`src/rtl/xcom_cmd_fifo.sv`:
```
// rtl/xcom_cmd_fifo.sv - tProc-to-XCOM command queue
// Buffers {op, dt1, dt2} commands and issues one per ready window, then holds off HOLD cycles.
module xcom_cmd_fifo #(
  parameter int DEPTH = 8,
  parameter int HOLD  = 4
) (
  input  logic                     c_clk,
  input  logic                     c_rst_i,
  input  logic                     cmd_en_i,
  input  logic [4:0]               cmd_op_i,
  input  logic [31:0]              cmd_dt1_i,
  input  logic [31:0]              cmd_dt2_i,
  input  logic                     ovf_clr_i,
  input  logic                     qp_rdy_i,
  output logic                     qp_en_o,
  output logic [4:0]               qp_op_o,
  output logic [31:0]              qp_dt1_o,
  output logic [31:0]              qp_dt2_o,
  output logic                     cmd_full_o,
  output logic                     cmd_empty_o,
  output logic [$clog2(DEPTH):0]   cmd_cnt_o,
  output logic                     cmd_ovf_o,
  output logic                     busy_o
);

  localparam int PW = $clog2(DEPTH);
  localparam int CW = PW + 1;

  typedef enum logic [1:0] {ST_IDLE, ST_ISSUE, ST_HOLD} state_t;

  state_t          state_q, state_d;
  logic [PW-1:0]   wr_ptr_q, wr_ptr_d;
  logic [PW-1:0]   rd_ptr_q, rd_ptr_d;
  logic [CW-1:0]   cnt_q, cnt_d;
  logic [3:0]      hold_q, hold_d;
  logic            qp_en_q, qp_en_d;
  logic [4:0]      qp_op_q, qp_op_d;
  logic [31:0]     qp_dt1_q, qp_dt1_d;
  logic [31:0]     qp_dt2_q, qp_dt2_d;
  logic            ovf_q, ovf_d;
  logic [68:0]     mem_q [DEPTH];

  logic full, empty, push_ok, pop;

  assign full    = (cnt_q == CW'(DEPTH));
  assign empty   = (cnt_q == '0);
  assign push_ok = cmd_en_i & ~full;
  // The head is popped at the end of the strobe cycle; it was latched on entry.
  assign pop     = (state_q == ST_ISSUE);

  always_comb begin
    state_d  = state_q;
    wr_ptr_d = wr_ptr_q;
    rd_ptr_d = rd_ptr_q;
    cnt_d    = cnt_q;
    hold_d   = hold_q;
    qp_en_d  = 1'b0;
    qp_op_d  = qp_op_q;
    qp_dt1_d = qp_dt1_q;
    qp_dt2_d = qp_dt2_q;
    ovf_d    = ovf_q;

    if (push_ok) wr_ptr_d = wr_ptr_q + 1'b1;
    if (pop)     rd_ptr_d = rd_ptr_q + 1'b1;

    case ({push_ok, pop})
      2'b10:   cnt_d = cnt_q + 1'b1;
      2'b01:   cnt_d = cnt_q - 1'b1;
      default: cnt_d = cnt_q;
    endcase

    // A dropped push outranks a same-cycle clear.
    if (cmd_en_i && full)  ovf_d = 1'b1;
    else if (ovf_clr_i)    ovf_d = 1'b0;

    case (state_q)
      ST_IDLE: begin
        if (!empty && qp_rdy_i) begin
          state_d = ST_ISSUE;
          qp_en_d = 1'b1;
          {qp_op_d, qp_dt1_d, qp_dt2_d} = mem_q[rd_ptr_q];
        end
      end
      ST_ISSUE: begin
        state_d = ST_HOLD;
        hold_d  = '0;
      end
      ST_HOLD: begin
        if (hold_q == 4'(HOLD - 1)) state_d = ST_IDLE;
        else                        hold_d  = hold_q + 1'b1;
      end
      default: state_d = ST_IDLE;
    endcase
  end

  always_ff @(posedge c_clk) begin
    if (c_rst_i) begin
      state_q  <= ST_IDLE;
      wr_ptr_q <= '0;
      rd_ptr_q <= '0;
      cnt_q    <= '0;
      hold_q   <= '0;
      qp_en_q  <= 1'b0;
      qp_op_q  <= '0;
      qp_dt1_q <= '0;
      qp_dt2_q <= '0;
      ovf_q    <= 1'b0;
    end else begin
      state_q  <= state_d;
      wr_ptr_q <= wr_ptr_d;
      rd_ptr_q <= rd_ptr_d;
      cnt_q    <= cnt_d;
      hold_q   <= hold_d;
      qp_en_q  <= qp_en_d;
      qp_op_q  <= qp_op_d;
      qp_dt1_q <= qp_dt1_d;
      qp_dt2_q <= qp_dt2_d;
      ovf_q    <= ovf_d;
    end
  end

  always_ff @(posedge c_clk) begin
    if (!c_rst_i && push_ok) mem_q[wr_ptr_q] <= {cmd_op_i, cmd_dt1_i, cmd_dt2_i};
  end

  assign qp_en_o     = qp_en_q;
  assign qp_op_o     = qp_op_q;
  assign qp_dt1_o    = qp_dt1_q;
  assign qp_dt2_o    = qp_dt2_q;
  assign cmd_full_o  = full;
  assign cmd_empty_o = empty;
  assign cmd_cnt_o   = cnt_q;
  assign cmd_ovf_o   = ovf_q;
  assign busy_o      = (state_q != ST_IDLE) || !empty;

endmodule

```
`config.mk`:
```
export PLATFORM = sky130hd
export DESIGN_NAME = xcom_cmd_fifo
export DESIGN_NICKNAME = d
export VERILOG_FILES = /design/src/rtl/xcom_cmd_fifo.sv
export SDC_FILE = /design/constraint.sdc
export NUM_CORES = 1
export LEC_CHECK = 0
export CAP_MARGIN = 20
export CORE_ASPECT_RATIO = 1.2
export CORE_MARGIN = 2
export CORE_UTILIZATION = 50
export DETAILED_ROUTE_END_ITERATION = 8
export PLACE_DENSITY = 0.79
export SLEW_MARGIN = 10
export SYNTH_ARGS = -nofsm -noshare
export SYNTH_HDL_FRONTEND = slang
export SYNTH_SLANG_ARGS = --single-unit
export TNS_END_PERCENT = 1
```
`constraint.sdc`:
```
create_clock -name c_clk -period 9.7 [get_ports c_clk]
set_input_delay 1.455 -clock c_clk [delete_from_list [all_inputs] [get_ports c_clk]]
set_output_delay 1.455 -clock c_clk [all_outputs]
set_load 0.01 [all_outputs]
```
Word-level counts from Yosys, hierarchy flattened
Memories as Yosys holds them, arrays and structs flattened. A register that Yosys moved wholly into a read port is not among the register bits.
Cells that the tools add are included.
- word-level logic and storage cells: 52
- output and inout bits: 78
- bits of input ports: 74
- memory bits (read-only): 0
- memories: 1
- flip-flop bits (word level): 18
- RAM bits: 552
- bits in latches: 0
- reductions and logical operators: 16
- equality and inequality tests: 9
- $lt $le $gt $ge: 0
- div/mod/pow operators: 0
- add/subtract/negate cells: 5
- mux-type cells: 11
- bitwise logic cells: 3
- multiply operators: 0
- shifts and indexed selects: 0
- memories (memory ; depth ; width ; read ports ; clocked after Yosys merged registers in ; wr ports ; RTL line ; text):
    mem_q ; 8 ; 69 ; 1 ; 1 ; 1 ; 41 ; logic [68:0] mem_q [DEPTH];
- operators with widths (cell ; number):
    $pmux 4 s2 ; 2
    $add 4x1->4 const B ; 2
    $reduce_bool 2->1 ; 4
    $add 3x1->3 const B ; 2
    $ne 2x2->1 const B ; 3
    $pmux 2 s3 ; 1
    $reduce_and 2->1 ; 3
    $mux 1 ; 5
    $eq 2x1->1 const B ; 2
    $eq 2x2->1 const B ; 2
    $eq 4x2->1 const B ; 1
    $eq 4x4->1 const B ; 1
    $logic_not 4->1 ; 1
    $mux 2 ; 2
    $mux 4 ; 1
    $sub 4x1->4 const B ; 1
    $logic_and 1x1->1 ; 3
    $logic_not 1->1 ; 2
    $logic_not 2->1 ; 1
    $not 1->1 ; 2
    $reduce_or 2->1 ; 1
    $and 1x1->1 ; 1
    $logic_or 1x1->1 ; 1

Depth between registers and ports, before layout
- depth after elaboration: 6
- depth in mapped cells: 10
- mapped depth without buffers: 9

Worst setup path before layout
No wires, ideal clock.
- path type: in2reg
- start: input cmd_en_i
- end: memory mem_q[4][0], enable pin
- data required time: 9010 ps
- path buffers: 0
- stages on the path: 3
- setup time: 690 ps
- arrival time: 8976 ps
- slack: 34 ps
- path through: nand2_1 -> or2_2 -> nor4b_1
- cells in the longest elaborated chain, start to end: 4
- ends and longest elaborated chain (element ; RTL line ; text):
    from (decl) ; 9 ; input logic cmd_en_i,
    $and 1x1->1 ; 47 ; assign push_ok = cmd_en_i & ~full;
    $logic_and 1x1->1 ; 123 ; if (!c_rst_i && push_ok) mem_q[wr_ptr_q] <= {cmd_op_i, cmd_dt1_i, cmd_dt2_i};
    $mux 1 ; 123 ;
    $mux 1 (implied by the code) ; 123 ;
    to (decl) ; 41 ;
Every way passes these cells.

Worst setup path after layout
- start: register cnt_q[1] (netlist: cmd_cnt_o[1])
- end: output busy_o
- cells in the longest elaborated chain, start to end: 3
- ends and longest elaborated chain (element ; RTL line ; text):
    from (decl) ; 34 ; logic [CW-1:0] cnt_q, cnt_d;
    from (signal assigned) ; 112 ; cnt_q <= cnt_d;
    $logic_not 4->1 ; 46 ; assign empty = (cnt_q == '0);
    $logic_not 1->1 ; 134 ; assign busy_o = (state_q != ST_IDLE) || !empty;
    $logic_or 1x1->1 ; 134 ;
    to (decl) ; 23 ; output logic busy_o
Every way passes these cells.

==> impl_metrics.tcl <==
set metrics [dict create \
    final_cell_area_sq_mm 0.0278 \
    die_area_sq_mm 0.0487 \
    slowest_stage "or4_4" \
    seqCellArea_sq_mm 0.0183 \
    drv_slew 0 \
    met2WireLength_mm 24.2 \
    synth-main-ff-cell "edfxtp_1" \
    rsz0062_at_grt "false" \
    syn_nets 1222 \
    fill_cells 3224 \
    synth_cell_types 38 \
    hpwlAfterDp_mm 24.6 \
    status "complete, no violations" \
    critPathKind "reg -> out" \
    slowest_delay_ns 0.61 \
    post_dp_cell_area_sq_mm 0.0257 \
    fmax_mhz 258 \
    cts_buffers 58 \
    track_usage_pct 19.9 \
    die_width_um 202 \
    grt_max_degree 123 \
    tightestPinTransition_ns 1.31 \
    wl_met1_mm 19.3 \
    routed_wl_mm 48.0 \
    nNetsFinal 1389 \
    root_buffer "clkbuf_16" \
    period_needed_ns 3.88 \
    placed_cells 1870 \
    seq_area_frac_synth_pct 78.0 \
    cts.reportedPaths.clkPinSlew_ns 0.06 \
    port_buffers 151 \
    worst_setup_path_end_kind "output port" \
    avgSynthCellArea_sq_um 20.6 \
    min_period_over_period_pct 40.0 \
    ys_ff_latch 639 \
    synth_edf_count 552 \
    cts_sinks 639 \
    vias 11500 \
    drt_iter0_markers 916 \
    core_region_area_sq_mm 0.0467 \
    gr-total-overflow 0 \
    setup_violations 0 \
    cts.repair.resized 0 \
    max_slew_margin_pct 12.4 \
    die_y_um 241 \
    ir_worst_vdd_uv 161 \
    cts_buffer_depth 3 \
    wl_met3_mm 3.30 \
    final_antenna_net_count 0 \
    ios 152 \
    antenna_found_initial 6 \
    synth_area_sq_mm 0.0235 \
    routed.top_layer "met5" \
    maxCapViolations 0 \
    pre_cts_slack_ns 5.32 \
    cp.required_ns 8.25 \
    row_count 87 \
    path_buf_inv 1 \
    wl_per_cell_um 24.2 \
    synthArstFlopShare_pct 0 \
    yosys_warnings 0 \
    start_util_pct 50.3 \
    power_density_mw_per_mm2 233 \
    clock_latency_ns 0.59 \
    hold_viol 0 \
    worstPathArrival_ns 2.43 \
    htreeDepth 2 \
    drtPass1Iterations 5 \
    drcViolationCount 0 \
    synth_top_area_cell "edfxtp_1" \
    multi_input_area_sq_mm 0.00487 \
    ctsHoldBuffers 0 \
    grt_pass1_vias 12000 \
    cp-start-kind "flip-flop" \
    grt_pass1_wl_mm 72.5 \
    worst_path_dominant_cell_family "simple AND/OR/NAND/NOR gates" \
    drive_gt1_share_pct 21.8 \
    min_path_type "reg -> reg" \
    post-cts-setup-buffers 0 \
    via_per_inst 5.78 \
    skew_ns 0.0123 \
    worst_slack_ns 5.82 \
    finalSetupTns_ns 0 \
    synth.top_cell.area_share_pct 70.6 \
    worstPathMaxFanout 9 \
    stdcell_count 1984 \
    synthCells 1142 \
    gp_congestion 0.695 \
    ys_top_cells_by_area "edfxtp_1 (71%), mux4_2 (13%), dfxtp_1 (7.4%), o22ai_1 (1.9%), nor2_1 (1.4%)" \
    cts_tree "built" \
    area_delta_synth_final_pct 18.4 \
    p_leak_nw 8.66 \
    crit_path_cell_trace "or4_4 -> or3_1 -> clkdlybuf4s50_1" \
]
[cell usage in the layout (no fill, tap or decap), drive strengths merged, types with 2 or more instances in the layout]
| master | count |
|---|---|
| edfxtp | 552 |
| clkdlybuf4s50 | 150 |
| mux4 | 138 |
| dfxtp | 87 |
| nor2 | 85 |
| clkbuf | 77 |
| o22ai | 70 |
| nor3 | 69 |
| buf | 24 |
| clkinv | 14 |
| a21oi | 10 |
| bufinv | 9 |
| inv | 9 |
| nand2 | 7 |
| nand3 | 7 |
| nor2b | 6 |
| ha | 6 |
| clkinvlp | 6 |
| xor2 | 5 |
| nor4b | 4 |
| diode | 2 |
| nor4 | 2 |
| or3 | 2 |
| nor3b | 2 |
| o21ai | 2 |
| mux2i | 2 |
| a211oi | 2 |
| and2 | 2 |
[flip-flops by register name, summed over array words and instances (netlist names)]
signal,count
qp_dt1_o,32
cmd_ovf_o,1
cmd_cnt_o,4
rd_ptr_q,3
state_q,2
wr_ptr_q,3
qp_en_o,1
qp_op_o,5
mem_q,552
qp_dt2_o,32
hold_q,4
[per-layer routing]
metal,global-route usage [%],up-vias
li1,-,5011
met1,26.5,5925
met2,33.3,430
met3,4.10,92
met4,6.06,8
met5,0,-
[synth_stat cells (all sizes together) (6+ instances only)]
| cell | n |
|---|---|
| ha | 6 |
| mux4 | 138 |
| a21oi | 10 |
| nand2 | 7 |
| nand3 | 7 |
| buf | 40 |
| nor3 | 69 |
| clkbuf | 27 |
| nor2b | 6 |
| edfxtp | 552 |
| dfxtp | 87 |
| nor2 | 85 |
| o22ai | 70 |
[cell families after synthesis]
group | after synthesis | share of synthesized area, %
AO/OA/AOI/OAI | 86 | 2.25
XOR/XNOR | 6 | 0.224
adder cells (fa/ha/maj) | 6 | 0.320
buffers and inverters | 72 | 1.53
flip-flops | 639 | 78.0
multiplexers | 141 | 13.4
AND/OR/NAND/NOR | 192 | 4.31
[worst min-delay path, cell delays in order, from the launching register on]
cell and delay [ns]:
dfxtp_1 0.31, nor2_1 0.09, nor3_1 0.04
[metrics by stage]
step / total power (W) / util [%] / hold WS, ns
final: 0.00647 / 59.6 / 0.489
after global routing: 0.00670 / 59.6 / 0.511
after CTS: 0.00653 / 59.4 / 0.492
after detailed placement: 0.00410 / 55.0 / 0.478
after global placement: 0.00408 / 55.0 / 0.470
after floorplan: 0.00374 / - / 0.453
[layout make-up]
type,instances,area share (%)
Inverter,5,0.0675
Tap cell,623,2.80
Clock inverter,33,1.50
Sequential cell,639,65.9
Timing Repair Buffer,174,6.21
Multi-Input combinational cell,431,17.5
Antenna cell,2,0.0180
Clock buffer,77,5.99
[power breakdown]
group | switching (W) | internal (W)
logic | 0.000428 | 0.000416
registers | 0.0000834 | 0.00311
clock network | 0.000982 | 0.00145
[worst paths after layout]
kind	startpoint	end	slack [ns]	depth (start not counted)
setup / recovery	cmd_cnt_o[1]	busy_o	5.82	3
hold / removal	qp_dt1_o[6]	qp_dt1_o[6]	0.49	2
setup reg to reg	rd_ptr_q[2]	qp_dt1_o[26]	6.47	5
hold reg to reg	qp_dt1_o[6]	qp_dt1_o[6]	0.49	2
Power figures use the tool's default switching activity.
==> variant 1 (same settings) <==
Reset style: asynchronous (`c_rst_i`), changed in one clocked block.
--- a/src/rtl/xcom_cmd_fifo.sv
+++ b/src/rtl/xcom_cmd_fifo.sv
@@ -93,7 +93,7 @@
     endcase
   end
 
-  always_ff @(posedge c_clk) begin
+  always_ff @(posedge c_clk or posedge c_rst_i) begin
     if (c_rst_i) begin
       state_q  <= ST_IDLE;
       wr_ptr_q <= '0;
Check against the original RTL: differs if c_rst_i is asserted again (counterexample within 4 cycles, from zero or initial values and one cycle with c_rst_i high); with c_rst_i held inactive, the same outputs for 4 cycles.
==> variant 1 against the unedited design <==
Sequential share of layout area up 0.92 points; final area up 0.99%; sequential cell count unchanged; area after synthesis up 2.9%; routed wire length down 2.6%; setup slack better by 0.087 ns.
Power is not compared: it rests on default switching activity, and its combinational part moved more than twofold at a synthesized area within 25%.
==> variant 1: results (changes against the unedited design) <==
largest net degree at the start of global routing=94 (-24%); DR vias=11,200 (-2.4%); Max FO, Critical Path=36 (+27); kind of cell adding the most delay to the critical path=buffers and inverters; CP Launch Point=cmd_en_i; first-pass detailed-route iteration total=5 (unchanged); Seq/Total Area, Yosys=77.6% (-0.36 points); Synth Area in XOR/XNOR=0.326% (+0.10 points); Async SR Flop Fraction=13.6% (+14 points); Final Wtd Congestion=0.746 (+7.3%); WHS Endpoint=qp_dt2_o[4]$_DFFE_PP0P_; synth top area cells=edfxtp_1, mux4_2, dfrtp_1, mux2i_1, o21ai_1; Synth Area in Adders=0.311% (-0.0089 points); WHS=0.481 ns (-0.00751 ns); Hold Crit Start=qp_dt2_o[4]$_DFFE_PP0P_; Nets=1,370 (-1.4%); reg2reg setup slack=6.62 ns (+0.15 ns); synthesized net count=1,198 (-2.0%); compound-cell area share of the yosys netlist=1.66% (-0.60 points); Fin Clk Skew=0.0276 ns (+0.0153 ns); DPL Wire Length=24,600 um (-0.25%); Cell Area, Placed=0.0262 mm^2 (+1.9%); fin crit share=39.1% (-0.90 points); Routed wire per std cell=23.7 um (-2.0%); vias in the first global route=11,800 (-1.8%); Clock Path Buffers=3 (unchanged); first-pass GRT wire length=71,900 um (-0.78%); mux cell area share after synthesis=15.9% (+2.5 points); share of cells above drive strength 1=19.4% (-2.4 points); CP endpoint=mem_q[7][4]$_DFFE_PP_; Post-synth top cells=edfxtp_1, mux4_2, dfrtp_1; Worst-Margin Slew=1.11 ns (-0.203 ns); DR vias/cell=5.67 (-1.8%); placed insts=1,861 (-0.48%); initial antenna violation count=15 (+9); CTS Buf Count=54 (-6.9%); DR iter-0 viols=1,082 (+18%); Slowest-stage cell, CP=buf_4; Reg-to-Reg Start=cmd_cnt_o[1]$_DFFE_PP0P_; dpl ws=5.36 ns (+0.0359 ns); status=completed
-- variant 1: changes by cell type after synthesis, sizes merged, moves of 69 or more --
cell,delta
dfrtp,+87
dfxtp,-87
o21ai,+69
nor2,-74
nand2,+79
o22ai,-70
-- variant 1: where the power goes --
part	switching (uW)	internal [uW]	total (uW)
Combinational	974	1080	2050
Sequential	316	3350	3670
Clock	944	1240	2190
Total	2230	5680	7910
-- variant 1: area by class of cell --
cell class / instances / area [um^2]
well taps: 630 / 788
multi-input cells: 417 / 4940
inverters: 8 / 32.5
repair buffers: 170 / 1720
fillers: 3299 / 19800
diodes: 6 / 15.0
clock inverters: 27 / 260
flip-flops and latches: 639 / 18800
clock buffers: 75 / 1570
-- variant 1: metal layers --
layer / routed length (um) / part of all wire, % / up-vias / track usage (%)
met4: 953 / 2.0 / 22 / 5.67
met1: 18700 / 40 / 5810 / 26.1
met3: 3360 / 7.2 / 92 / 4.20
met5: 138 / 0.29 / - / 0
met2: 23600 / 50 / 388 / 31.5
li1: - / - / 4876 / -
==> variant 2 (same flow settings) <==
Made on the original files. Set the parameter `DEPTH` to 16 (it was 8).
--- a/src/rtl/xcom_cmd_fifo.sv
+++ b/src/rtl/xcom_cmd_fifo.sv
@@ -1,7 +1,7 @@
 // rtl/xcom_cmd_fifo.sv - tProc-to-XCOM command queue
 // Buffers {op, dt1, dt2} commands and issues one per ready window, then holds off HOLD cycles.
 module xcom_cmd_fifo #(
-  parameter int DEPTH = 8,
+  parameter int DEPTH = 16,
   parameter int HOLD  = 4
 ) (
   input  logic                     c_clk,
Ports: changed (resized cmd_cnt_o); port bits go from 152 to 153. The function was not compared with the original's and may differ.
==> variant 2 against the unedited design <==
Non-clock buffer count is 13 higher; combinational power grew 94%; setup slack got worse by 1.4 ns; sequential cell count grew 555; routed wire length is 100% higher; critical path depth rose by 2; hold slack worse by 0.037 ns; power grew 83%; final area increased by 85%; area after synthesis increased by 91%; largest power group unchanged; highest routed layer unchanged.
==> variant 2: results (changes against the unedited design) <==
Fin Clk Skew=0.0355 ns (+0.0232 ns); bufs w/o clock=187 (+7.5%); WHS=0.451 ns (-0.0375 ns); I/O Buffers=152 (+0.66%); routed wl met2=50,900 um (+110%); Register Area=0.0350 mm^2 (+91%); first-pass GRT wire length=144,000 um (+99%); Diodes inserted=3 (+1); share of cells above drive strength 1=21.9% (+0.11 points); met1 WL=35,900 um (+86%); Reg-to-Reg Start=cmd_cnt_o[1]$_SDFFE_PP0P_; Routed wire per std cell=28.2 um (+17%); Sequential Power Share=50.3% (+1.0 points); post-route cell area=0.0513 mm^2 (+85%); CTS Sinks=1,194 (+87%); largest net degree at the start of global routing=106 (-14%); compound-cell area share of the yosys netlist=2.55% (+0.29 points); Internal=9020 uW (+81%); status=completed; Cell Area, Placed=0.0477 mm^2 (+86%); multi-input combinational area share=18.5% (+0.99 points); CTS H-tree lvls=3 (+1); Slowest Stage Delay on Critical Path=1.04 ns (+0.43 ns); Synth Area in XOR/XNOR=0.195% (-0.029 points); Synth Area in Adders=0.279% (-0.041 points); DR vias=21,100 (+84%); clock buf count=131 (+70%); DPL Wire Length=49,400 um (+100%); R2R Path End=mem_q[7][61]$_DFFE_PP_; initial antenna violation count=5 (-1); number of distinct library cells after synthesis=45 (+18%); Final Wtd Congestion=0.746 (+7.3%); Max FO, Critical Path=49 (+40); kind of cell adding the most delay to the critical path=buffers and inverters; Worst-Margin Slew=1.16 ns (-0.157 ns)
-- variant 2: cell types whose count changed after synthesis, sizes merged, moves of 20 or more --
cell,change
nor2,-54
mux4,+138
a21o,+70
edfxtp,+552
nor3,-60
mux2i,+140
buf,+24
clkbuf,+20
-- variant 2: kinds of logic after synthesis --
logic type,after synthesis
adders and majority gates,10
xor gates and xnor gates,10
AOI/OAI and AO/OA,165
muxes,418
and+or+nand+nor,74
DFF,1194
buffers and inverters,120
-- variant 2: worst max path at each step --
stage	startpoint	end	slack [ns]	depth (start not counted)
finish	c_rst_i	mem_q[7][61]$_DFFE_PP_	4.44	5
global route	c_rst_i	mem_q[7][56]$_DFFE_PP_	4.25	5
global placement	c_rst_i	mem_q[15][37]$_DFFE_PP_	3.94	5
CTS	c_rst_i	mem_q[7][57]$_DFFE_PP_	4.49	5
floorplan	c_rst_i	mem_q[0][0]$_DFFE_PP_	2.26	4
detailed placement	c_rst_i	mem_q[7][57]$_DFFE_PP_	3.80	5
